**src/rtl/countdown_pkg.sv**
```systemverilog
// Shared types and constants for the mm:ss countdown timer.
package countdown_pkg;

  localparam int unsigned CNT_W = 6;
  localparam logic [CNT_W-1:0] SEC_MAX = CNT_W'(59);

  typedef enum logic [1:0] {
    IDLE    = 2'd0,
    RUN     = 2'd1,
    PAUSED  = 2'd2,
    EXPIRED = 2'd3
  } state_t;

  // Saturate a preset value at its legal maximum.
  function automatic logic [CNT_W-1:0] clamp(input logic [CNT_W-1:0] v,
                                             input logic [CNT_W-1:0] lim);
    return (v > lim) ? lim : v;
  endfunction

endpackage

```
**src/rtl/countdown_timer_if.sv**
```systemverilog
// Control and status bundle between the timer and its controller.
interface countdown_timer_if;
  import countdown_pkg::*;

  logic             tick;
  logic             load;
  logic [CNT_W-1:0] load_min;
  logic [CNT_W-1:0] load_sec;
  logic             start;
  logic             pause;
  logic [CNT_W-1:0] minutes;
  logic [CNT_W-1:0] seconds;
  logic             running;
  logic             borrow;
  logic             done;

  modport master (
    output tick, load, load_min, load_sec, start, pause,
    input  minutes, seconds, running, borrow, done
  );

  modport slave (
    input  tick, load, load_min, load_sec, start, pause,
    output minutes, seconds, running, borrow, done
  );

endinterface

```
**src/rtl/countdown_timer_mod60_down.sv**
```systemverilog
// 0..59 down-counter: wraps 0 -> 59 with a one-cycle borrow pulse.
module mod60_down
  import countdown_pkg::*;
(
  input  logic             clk,
  input  logic             reset,
  input  logic             en,
  input  logic             ld,
  input  logic [CNT_W-1:0] ld_val,
  output logic [CNT_W-1:0] sec,
  output logic             borrow
);

  // Load wins over decrement; borrow is only ever high for the wrapping edge.
  always_ff @(posedge clk or negedge reset) begin
    if (!reset) begin
      sec    <= '0;
      borrow <= 1'b0;
    end else begin
      borrow <= 1'b0;
      if (ld) begin
        sec <= ld_val;
      end else if (en) begin
        if (sec == '0) begin
          sec    <= SEC_MAX;
          borrow <= 1'b1;
        end else begin
          sec <= sec - CNT_W'(1);
        end
      end
    end
  end

endmodule

```
**src/rtl/countdown_timer.sv**
```systemverilog
// mm:ss countdown timer: minutes and control FSM here, seconds in mod60_down.
module countdown_timer
  import countdown_pkg::*;
#(
  parameter int unsigned MAX_MIN = 59
) (
  input  logic              clk,
  input  logic              reset,
  countdown_timer_if.slave  bus
);

  localparam logic [CNT_W-1:0] MIN_LIM = CNT_W'(MAX_MIN);

  state_t           state;
  logic [CNT_W-1:0] min_q;
  logic [CNT_W-1:0] sec_q;
  logic             running_q;
  logic             done_q;
  logic             borrow_q;

  logic             sec_zero_c;
  logic             min_zero_c;
  logic             count_zero_c;
  logic             sec_en_c;
  logic [CNT_W-1:0] sec_ld_val_c;

  // Count status and the seconds enable: a tick only counts in RUN when
  // neither load nor pause claims the edge, and never below 00:00.
  always_comb begin
    sec_zero_c   = (sec_q == '0);
    min_zero_c   = (min_q == '0);
    count_zero_c = sec_zero_c && min_zero_c;
    sec_en_c     = (state == RUN) && bus.tick && !bus.pause && !bus.load &&
                   !count_zero_c;
    sec_ld_val_c = clamp(bus.load_sec, SEC_MAX);
  end

  mod60_down u_sec (
    .clk    (clk),
    .reset  (reset),
    .en     (sec_en_c),
    .ld     (bus.load),
    .ld_val (sec_ld_val_c),
    .sec    (sec_q),
    .borrow (borrow_q)
  );

  // Control FSM with minutes count; priority load > pause > start > tick.
  always_ff @(posedge clk or negedge reset) begin
    if (!reset) begin
      state     <= IDLE;
      min_q     <= '0;
      running_q <= 1'b0;
      done_q    <= 1'b0;
    end else begin
      done_q <= 1'b0;
      if (bus.load) begin
        state     <= IDLE;
        min_q     <= clamp(bus.load_min, MIN_LIM);
        running_q <= 1'b0;
      end else begin
        case (state)
          IDLE: begin
            if (bus.start && !count_zero_c) begin
              state     <= RUN;
              running_q <= 1'b1;
            end
          end
          RUN: begin
            if (bus.pause) begin
              state     <= PAUSED;
              running_q <= 1'b0;
            end else if (bus.tick && !count_zero_c) begin
              if (sec_zero_c) begin
                min_q <= min_q - CNT_W'(1);
              end
              if (min_zero_c && (sec_q == CNT_W'(1))) begin
                state     <= EXPIRED;
                running_q <= 1'b0;
                done_q    <= 1'b1;
              end
            end
          end
          PAUSED: begin
            if (bus.start && !bus.pause && !count_zero_c) begin
              state     <= RUN;
              running_q <= 1'b1;
            end
          end
          EXPIRED: begin
            state <= EXPIRED;
          end
          default: begin
            state     <= IDLE;
            running_q <= 1'b0;
          end
        endcase
      end
    end
  end

  // Registered status out to the bus.
  assign bus.minutes = min_q;
  assign bus.seconds = sec_q;
  assign bus.running = running_q;
  assign bus.borrow  = borrow_q;
  assign bus.done    = done_q;

endmodule
```
**src/flat_wrapper.sv**
```systemverilog
// flat-port wrapper written by rule: the top's interface ports become plain ports
module countdown_timer_flat import countdown_pkg::*;
#(
  parameter int unsigned MAX_MIN = 59
)
  (clk, reset, bus_tick, bus_load, bus_load_min, bus_load_sec, bus_start, bus_pause, bus_minutes, bus_seconds, bus_running, bus_borrow, bus_done);
  countdown_timer_if bus_i ();
  input  logic clk;
  input  logic reset;
  input wire logic [$bits(bus_i.tick)-1:0] bus_tick;
  input wire logic [$bits(bus_i.load)-1:0] bus_load;
  input wire logic [$bits(bus_i.load_min)-1:0] bus_load_min;
  input wire logic [$bits(bus_i.load_sec)-1:0] bus_load_sec;
  input wire logic [$bits(bus_i.start)-1:0] bus_start;
  input wire logic [$bits(bus_i.pause)-1:0] bus_pause;
  output wire logic [$bits(bus_i.minutes)-1:0] bus_minutes;
  output wire logic [$bits(bus_i.seconds)-1:0] bus_seconds;
  output wire logic [$bits(bus_i.running)-1:0] bus_running;
  output wire logic [$bits(bus_i.borrow)-1:0] bus_borrow;
  output wire logic [$bits(bus_i.done)-1:0] bus_done;
  assign bus_i.tick = bus_tick;
  assign bus_i.load = bus_load;
  assign bus_i.load_min = bus_load_min;
  assign bus_i.load_sec = bus_load_sec;
  assign bus_i.start = bus_start;
  assign bus_i.pause = bus_pause;
  assign bus_minutes = bus_i.minutes;
  assign bus_seconds = bus_i.seconds;
  assign bus_running = bus_i.running;
  assign bus_borrow = bus_i.borrow;
  assign bus_done = bus_i.done;
  countdown_timer #(.MAX_MIN(MAX_MIN)) u_core (.clk(clk), .reset(reset), .bus(bus_i));
endmodule
```
**config.mk**
```make
export PLATFORM = sky130hd
export DESIGN_NAME = countdown_timer_flat
export DESIGN_NICKNAME = d
export VERILOG_FILES = /design/src/rtl/countdown_pkg.sv /design/src/rtl/countdown_timer_if.sv /design/src/rtl/countdown_timer_mod60_down.sv /design/src/rtl/countdown_timer.sv /design/src/flat_wrapper.sv
export SDC_FILE = /design/constraint.sdc
export NUM_CORES = 1
export LEC_CHECK = 0
export BUFFER_PORTS_ARGS = -buffer_cell sky130_fd_sc_hd__buf_4
export CAP_MARGIN = 5
export CORE_ASPECT_RATIO = 0.7
export CORE_UTILIZATION = 55
export CTS_CLUSTER_DIAMETER = 60
export DETAILED_ROUTE_END_ITERATION = 8
export PLACE_DENSITY = 0.84
export SETUP_SLACK_MARGIN = 0.3
export SYNTH_ARGS = -nofsm -noshare
export SYNTH_HDL_FRONTEND = slang
export SYNTH_SLANG_ARGS = --single-unit
```
**constraint.sdc**
```tcl
create_clock -name clk -period 3.79 [get_ports clk]
set_clock_uncertainty 0.15 [all_clocks]
set_input_delay 0.379 -clock clk [delete_from_list [all_inputs] [get_ports clk]]
set_output_delay 0.379 -clock clk [all_outputs]
set_load 0.005 [all_outputs]
```
Word-level counts from Yosys, hierarchy flattened. Cells that the tools add are included.

Bits in writable memories: 0. Bits in read-only memories: 0. Output and inout port bits: 15. Input bits: 18. Memories kept: 0. Latch bits: 0. Flip-flop bits (word level): 17.

Reduce and logical (&&, ||, !) cells: 24. Bitwise gates (word level): 0. $mul: 0. $lt $le $gt $ge: 2. Shift operators: 0. Multiplexer cells: 32. Eq/ne operators: 9. Add/subtract/negate cells: 2. Divide/modulo/power cells: 0.

Operator list (count): 2-to-1 mux 6 bit (10); 2-to-1 mux 1 bit (14); greater-than comparator 6 bit (second input constant) (2); logical NOT 6 bit (2); 2-to-1 mux 2 bit (6); subtractor 6 x 1 -> 6 bit (second input constant) (2); logical AND 1 bit (10); inequality test 4 bit (second input constant) (2); one-hot mux 2 bit (4 select lines) (1); AND reduction 4 bit (2); nonzero test 2 bit (4); equality test 6 x 1 -> 1 bit (second input constant) (1); inequality test 3 x 2 -> 1 bit (second input constant) (2); AND reduction 5 bit (1); equality test 2 bit (second input constant) (2); nonzero test 4 bit (1); logical NOT 1 bit (3); one-hot mux 1 bit (3 select lines) (1); equality test 2 x 1 -> 1 bit (second input constant) (1); logical NOT 2 bit (1); inequality test 2 bit (second input constant) (1).

Depth between registers and ports, before layout. Gate-level depths: netlist (run 1).

Word-level depth: 8. Mapped depth: 8. Mapped depth without buffers: 7.

By module. Synthesis (run 1) repeated with hierarchy kept, for this count alone.

Cell total of the unflattened synthesis: 138. Area total of the unflattened synthesis: 1232.4 um^2.

By module, submodules not included: countdown_timer (instances 1, cells an instance 92, area each 785.8 um^2, sequential area each 250.2 um^2); mod60_down (instances 1, cells an instance 46, area each 446.7 um^2, sequential area each 175.2 um^2).

Worst setup path after synthesis (run 1). Ideal clock, no wire load.

Kind: register to register. Start: register u_core.state[1]. End: register u_core.min_q[3] (netlist: u_core.bus.minutes[3]). Data required time: 3515 ps. Path buffers: 1. Stages on the path, launching flop included: 9. Arrival time: 1779 ps. Library setup time: 125 ps. Setup slack: 1736 ps. Cells stage by stage: dfrtp_1 inv_1 ha_1 nand2b_1 or2_2 buf_2 nor4_1 xor2_1 mux2_2.

Longest elaborated chain between the ends: 3.

Ends and longest elaborated chain: start, declared (line countdown_timer.sv:14) `state_t state;`; start signal, assigned (line countdown_timer.sv:51) `state <= IDLE;`; start signal, assigned (line countdown_timer.sv:58) `state <= IDLE;`; start signal, assigned (line countdown_timer.sv:65) `state <= RUN;`; equality test 2 x 1 -> 1 bit (line countdown_timer.sv:62) `case (state)`; nonzero test 2 bit (no line); AND reduction 4 bit (no line); end signal, assigned (line countdown_timer.sv:59) `min_q <= clamp(bus.load_min, MIN_LIM);`; end signal, assigned (line countdown_timer.sv:75) `min_q <= min_q - CNT_W'(1);`; end, declared (line countdown_timer.sv:15) `logic [CNT_W-1:0] min_q;`.

Every way passes these cells. A chain may end at the register's enable or synchronous reset.

Worst setup path after layout (run 1).
Start: register u_core.min_q[0] (netlist: u_core.bus.minutes[0]). End: register u_core.state[0].

Longest elaborated chain between the ends: 6. Elaborated cells between the ends (all ways): 12.

Ends and longest elaborated chain: logical NOT 6 bit (*) (line countdown_timer.sv:31) `min_zero_c = (min_q == '0);`; logical AND 1 bit (line countdown_timer.sv:32) `count_zero_c = sec_zero_c && min_zero_c;`; logical NOT 1 bit (line countdown_timer.sv:64, countdown_timer.sv:73, countdown_timer.sv:85); logical AND 1 bit (on tied branches) (line countdown_timer.sv:73, countdown_timer.sv:64, countdown_timer.sv:85); inequality test 4 bit (no line) / inequality test 3 x 2 -> 1 bit (equally long branches); AND reduction 4 bit (no line) (*); end signal, assigned (line countdown_timer.sv:65); end signal, assigned (line countdown_timer.sv:78) `state <= EXPIRED;`; end signal, assigned (line countdown_timer.sv:86) `state <= RUN;`.

Mark *: on every way between the ends. The rest lies on a longest branch, timed or not.

==> results.py, run 1 <==
metrics = {
    "setup_path": {
        "cp.required_ns": 3.87,
        "rrSetupSlack_ns": 1.59,
        "crit_fanout": 8,
        "r2r-end": "u_core.state[0]$_DFFE_PN0P_",
        "reg2reg_depth": 7,
        "crit_arrival_ns": 2.28,
        "cp-end-kind": "flip-flop",
        "r2r-start": "u_core.bus.minutes[0]$_DFFE_PN0P_",
        "crit_path_start_kind": "flip-flop",
        "crit_type": "reg -> reg",
    },
    "min_path": {
        "whs_path_depth": 3,
        "min_to": "u_core.bus.minutes[4]$_DFFE_PN0P_",
        "hp-class": "in -> reg",
        "holdCritStartpoint": "bus_load_min[4]",
    },
    "pwr": {
        "power_switching_uw": 226,
        "total_power_uw": 594,
        "p_leak_nw": 0.667,
        "p_per_area_nw_per_um2": 409,
        "combPwrFrac": 0.396,
        "internal_power_uw": 368,
        "p_seq_frac": 0.435,
        "irDropWorstVdd_v": 0.000255,
        "p_sw_frac": 0.381,
        "clkPwrFrac": 0.170,
    },
    "cells_and_area": {
        "fill_cells": 145,
        "mostFrequentLayoutCell": "buf_4",
        "drive_above_1_share": 0.278,
        "multi_input_area_um2": 671,
        "mostFrequentLayoutCells": "buf_4 (32), dfrtp_1 (17), nand2_1 (13), inv_1 (12)",
        "antenna_cells": 0,
        "layout.nets": 190,
        "regArea_um2": 425,
        "areaGrowthSynthToFinish_pct": 24.5,
        "design_area_um2": 1450,
    },
    "timing": {
        "slew_headroom": 0.607,
        "fin_tns_setup_ns": 0,
        "fmax_mhz": 454,
        "final_hold_viol_count": 0,
        "rsz0062_at_grt": "false",
        "post-route-min-period_ns": 2.20,
        "post-route-period-util": 0.582,
        "finalSetupViolCount": 0,
        "slew_violations": 0,
        "worst_slew_pin_slew_ns": 0.589,
    },
    "clocking": {
        "clk_latency_ns": 0.30,
        "htree_levels": 1,
        "cts_sinks": 17,
        "cts_tree": "done",
        "numCtsBuffers": 3,
        "cts_setup_buffers": 0,
        "root_buffer": "clkbuf_4",
        "clk_pin_slew_ns": 0.10,
        "clk_path_buf_depth": 2,
    },
    "die": {
        "die_w_um": 57.0,
        "num_rows": 13,
        "die_h_um": 40.5,
        "pin_count": 33,
        "core_um2": 1920,
        "initial_utilization": 0.607,
        "die_area_um2": 2310,
    },
    "synthesis": {
        "synthesis.nets": 156,
        "synth_top_family_by_area": "simple AND/OR/NAND/NOR gates",
        "ys.flop_type": "dfrtp_1",
        "ys_ff_latch": 17,
        "synth_cell_types": 42,
        "synth_edf_count": 0,
        "synth_fa_ha_area_frac": 0.0967,
        "synth-compound-area-share": 0.154,
        "async_flop_share": 1.00,
        "yosys.area_share.simple": 0.252,
        "yosys_warnings": 0,
        "synth_area_per_cell_um2": 9.03,
        "synth_xor_area_frac": 0.0451,
        "syn_inst": 129,
        "synth.area.mux_share": 0.0279,
        "syn_area_um2": 1160,
        "synth-seq-area-share": 0.365,
    },
    "drt": {
        "vias": 1082,
        "drt_pass1_iterations": 6,
        "drtIter0Drc": 55,
        "routed_wirelength_mm": 2.67,
        "drtAntennaViolNets": 0,
        "wl_per_cell_um": 14.5,
        "drcViolationCount": 9,
        "via_per_inst": 5.88,
    },
    "global_routing": {
        "track_usage": 0.248,
        "grt_pass1_wl_mm": 4.11,
        "gr-total-overflow": 0,
        "grt_max_degree": 18,
        "antenna_found_initial": 0,
        "grt_pass1_vias": 889,
    },
    "outcome": {
        "violations": "design-rule violations",
        "status": "finished with violations",
    },
    "place": {
        "portBuffers": 32,
        "placed_cell_area_um2": 1410,
        "hpwl_mm": 1.97,
        "gp_congestion": 0.861,
    },
    "job": {
        "maxCapViolCount": 0,
    },
}
-- per-layer routing --
metal	part of all wire	wire [µm]	track usage	up-vias
li1	-	-	-	529
met1	0.47	1260	0.311	494
met2	0.44	1190	0.409	50
met3	0.061	164	0.0613	9
met4	0.024	63	0.134	0
met5	0	0	0	-
-- cell type report --
class	instances	share of cell area
Sequential cell	17	0.293
Inverter	13	0.0336
Tap cell	22	0.0190
Timing Repair Buffer	33	0.173
Clock inverter	1	0.00345
Multi-Input combinational cell	95	0.462
Clock buffer	3	0.0155
-- power by group through the flow --
stage	clock network, mW	registers (mW)	logic (mW)
6_report	0.101	0.258	0.235
5_1_grt	0.109	0.263	0.262
4_1_cts	0.104	0.257	0.233
3_5_place_dp	0	0.261	0.231
3_3_place_gp	0	0.257	0.222
2_1_floorplan	0	0.254	0.144
-- cell families after synthesis --
family,Yosys count
simple gates,50
compound gates,27
buf+inv,17
flops,17
fa+ha+maj,9
xor+xnor,6
mux,3
-- synthesized netlist by cell type, types with 2 or more instances --
cell	number	area share
dfrtp_1	17	0.37
nand2_1	13	0.042
inv_1	12	0.039
ha_1	9	0.097
o21ai_0	9	0.039
nand3_1	7	0.030
nor2_1	7	0.023
a21oi_1	5	0.021
nor4_1	4	0.021
xnor2_1	4	0.030
clkbuf_1	2	0.0064
mux2_2	2	0.019
nand4_1	2	0.011
nor2b_1	2	0.011
nor3_2	2	0.017
nor4b_1	2	0.015
o21ai_1	2	0.0086
o22a_1	2	0.015
or4_1	2	0.013
xor2_1	2	0.015
-- repair_timing --
item | CTS | global route
hold endpoints to repair | 17 | 0
resized for setup | 0 | 0
hold buffers | 1 | 0
-- state kept, by name, summed over array words and instances (netlist names) --
name,cells
u_core.bus.running,1
u_core.state,2
u_core.bus.done,1
u_core.u_sec.sec,6
u_core.u_sec.borrow,1
u_core.bus.minutes,6
-- worst max path at each step --
| stage | from | cells after the start | slack, ns | to |
|---|---|---|---|---|
| finish | u_core.bus.minutes[0]$_DFFE_PN0P_ | 7 | 1.59 | u_core.state[0]$_DFFE_PN0P_ |
| global route | u_core.bus.minutes[0]$_DFFE_PN0P_ | 7 | 1.39 | u_core.state[0]$_DFFE_PN0P_ |
| detailed placement | u_core.bus.minutes[0]$_DFFE_PN0P_ | 7 | 1.64 | u_core.state[0]$_DFFE_PN0P_ |
| floorplan | u_core.state[1]$_DFFE_PN0P_ | 8 | 1.74 | u_core.bus.minutes[3]$_DFFE_PN0P_ |
| CTS | u_core.bus.minutes[0]$_DFFE_PN0P_ | 7 | 1.60 | u_core.state[0]$_DFFE_PN0P_ |
| global placement | u_core.bus.minutes[0]$_DFFE_PN0P_ | 7 | 1.67 | u_core.state[0]$_DFFE_PN0P_ |
-- worst max-delay path, cell delays in order (launching register included) --
cell	delay (ns)
dfrtp_1	0.43
inv_1	0.12
ha_1	0.15
nor2b_1	0.15
and2_1	0.33
a31oi_1	0.22
or4_1	0.49
o21ai_0	0.08
-- through the flow --
stage / hold WS, ns / util / instances / worst slack, ns
floorplan: -0.0666 / - / 129 / 1.74
finish: 0.151 / 0.756 / 184 / 1.59
detailed placement: 0.107 / 0.736 / 179 / 1.64
CTS: 0.150 / 0.756 / 184 / 1.60
global placement: 0.104 / 0.736 / 179 / 1.67
global route: 0.149 / 0.756 / 184 / 1.39
Power figures use the tool's default switching activity.
==> run 2: changes to the inputs <==
- CORE_UTILIZATION: 55 -> 46
- PLACE_DENSITY: 0.84 -> 0.75
- clock period: 3.79 -> 2 ns (I/O delays scaled with it)
==> results.py, run 2 (synthesis results as in run 1) <==
metrics = {
    "outcome": {
        "status": "finished with violations",
        "violations": "negative setup slack",
    },
    "setup_path": {
        "cp-end-kind": "flip-flop",
        "r2r-end": "u_core.bus.minutes[5]$_DFFE_PN0P_",
        "crit_fanout": 5,
        "r2r-start": "u_core.state[1]$_DFFE_PN0P_",
        "reg2reg_depth": 8,
        "cp.required_ns": 2.04,
        "crit_path_start_kind": "flip-flop",
        "crit_arrival_ns": 2.06,
        "rrSetupSlack_ns": -0.03,
        "crit_type": "reg -> reg",
    },
    "die": {
        "die_h_um": 44.1,
        "pin_count": 33,
        "die_w_um": 62.1,
        "num_rows": 14,
        "initial_utilization": 0.516,
        "core_um2": 2260,
        "die_area_um2": 2740,
    },
    "place": {
        "placed_cell_area_um2": 1590,
        "gp_congestion": 0.881,
        "pre_cts_slack_ns": 0.0185,
        "hpwl_mm": 2.30,
        "placedCellCount": 199,
        "portBuffers": 32,
    },
    "clocking": {
        "clk_latency_ns": 0.30,
        "cts_tree": "done",
        "clk_pin_slew_ns": 0.10,
        "cts_sinks": 17,
        "htree_levels": 1,
        "clk_path_buf_depth": 2,
        "numCtsBuffers": 3,
        "root_buffer": "clkbuf_4",
    },
    "cells_and_area": {
        "mostFrequentLayoutCell": "buf_4",
        "antenna_cells": 0,
        "areaGrowthSynthToFinish_pct": 67.3,
        "layout.nets": 229,
        "final_core_util": 0.863,
        "design_area_um2": 1950,
        "mostFrequentLayoutCells": "buf_4 (61), dfrtp_1 (17), nand2_1 (10), inv_1 (9)",
        "drive_above_1_share": 0.493,
        "final_cells": 233,
    },
    "pwr": {
        "irDropWorstVdd_v": 0.000504,
        "internal_power_uw": 896,
        "clkPwrFrac": 0.130,
        "power_switching_uw": 578,
        "p_per_area_nw_per_um2": 756,
        "p_sw_frac": 0.392,
        "p_leak_nw": 0.898,
        "combPwrFrac": 0.545,
        "p_seq_frac": 0.325,
    },
    "drt": {
        "vias": 1358,
        "drtIter0Drc": 142,
        "wl_per_cell_um": 18.6,
        "via_per_inst": 5.83,
        "routed_wirelength_mm": 4.33,
        "drt_pass1_iterations": 4,
        "drcViolationCount": 0,
        "drtAntennaViolNets": 0,
    },
    "min_path": {
        "hp-class": "in -> reg",
        "holdCritStartpoint": "bus_load_min[5]",
        "whs_path_depth": 2,
        "min_to": "u_core.bus.minutes[5]$_DFFE_PN0P_",
    },
    "timing": {
        "worst_slew_pin_slew_ns": 0.498,
        "fmax_mhz": 494,
        "post-route-min-period_ns": 2.03,
        "slew_violations": 0,
        "rsz0062_at_grt": "true",
        "fin_tns_setup_ns": -0.0335,
        "finalWorstSetupSlack_ns": -0.0263,
        "finalSetupViolCount": 2,
        "slew_headroom": 0.668,
        "final_hold_viol_count": 0,
        "post-route-period-util": 1.01,
    },
    "global_routing": {
        "track_usage": 0.274,
        "gr-total-overflow": 0,
        "grt_max_degree": 18,
        "antenna_found_initial": 0,
        "grt_pass1_vias": 1211,
        "grt_pass1_wl_mm": 5.62,
    },
    "job": {
        "maxCapViolCount": 0,
    },
}
-- run 2: cell types whose count changed in the layout (fill, tap and decap cells not counted), sizes merged --
cell         before  now
buf              32   67
clkinv            2    1
dlygate4sd3       1    5
clkbuf            3    4
-- run 2: how the worst max path moves through the flow --
stage	endpoint	from	slack [ns]	depth (start not counted)
floorplan	u_core.state[0]$_DFFE_PN0P_	u_core.bus.minutes[0]$_DFFE_PN0P_	0.11	8
global placement	u_core.bus.minutes[2]$_DFFE_PN0P_	u_core.state[1]$_DFFE_PN0P_	0.03	7
detailed placement	u_core.bus.minutes[2]$_DFFE_PN0P_	u_core.state[1]$_DFFE_PN0P_	0.02	7
CTS	u_core.state[1]$_DFFE_PN0P_	u_core.u_sec.sec[4]$_DFFE_PN0P_	0.09	5
global route	u_core.state[1]$_DFFE_PN0P_	u_core.u_sec.sec[5]$_DFFE_PN0P_	-0.07	5
finish	u_core.bus.minutes[5]$_DFFE_PN0P_	u_core.state[1]$_DFFE_PN0P_	-0.03	8
-- run 2: power by group through the flow --
stage	Sequential [mW]	Combinational [mW]	Clock, mW
final	0.479	0.803	0.192
after global routing	0.484	0.854	0.203
after CTS	0.472	0.641	0.197
after detailed placement	0.479	0.544	0
after global placement	0.476	0.533	0
after floorplan	0.489	0.303	0
-- run 2: metal layers --
| layer | GRT usage | wire, µm | vias up |
|---|---|---|---|
| met5 | 0 | 0 | - |
| met4 | 0.112 | 110 | 0 |
| met3 | 0.0773 | 326 | 14 |
| met2 | 0.468 | 2060 | 78 |
| met1 | 0.335 | 1830 | 660 |
| li1 | - | - | 606 |
-- run 2: final cells by class --
type | count | area (µm²)
Timing Repair Buffer | 72 | 576
Tap cell | 32 | 40.0
Inverter | 13 | 48.8
Fill cell | 114 | 310
Sequential cell | 17 | 425
Clock buffer | 4 | 26.3
Multi-Input combinational cell | 95 | 833
-- run 2: timing repair --
action | CTS | global route
endpoints found under the hold margin | 21 | 0
buffers inserted | 13 | 12
setup endpoints to repair | 16 | 17
hold buffers | 5 | 0
resized for setup | 14 | 12
pin swaps | 16 | 18
-- run 2: worst max-delay path, cell delays in order, from the launching register on --
cell	delay (ns)
dfrtp_1	0.42
inv_2	0.09
ha_4	0.15
nand2b_4	0.07
or2_4	0.27
buf_6	0.13
nor4_4	0.25
xor2_1	0.13
mux2_4	0.27
-- run 2: stage by stage --
step	power (mW)	hold slack [ns]
floorplan	0.792	-0.246
global placement	1.01	-0.0687
detailed placement	1.02	-0.0673
CTS	1.31	0.000412
global route	1.54	0.00853
finish	1.47	0.0164
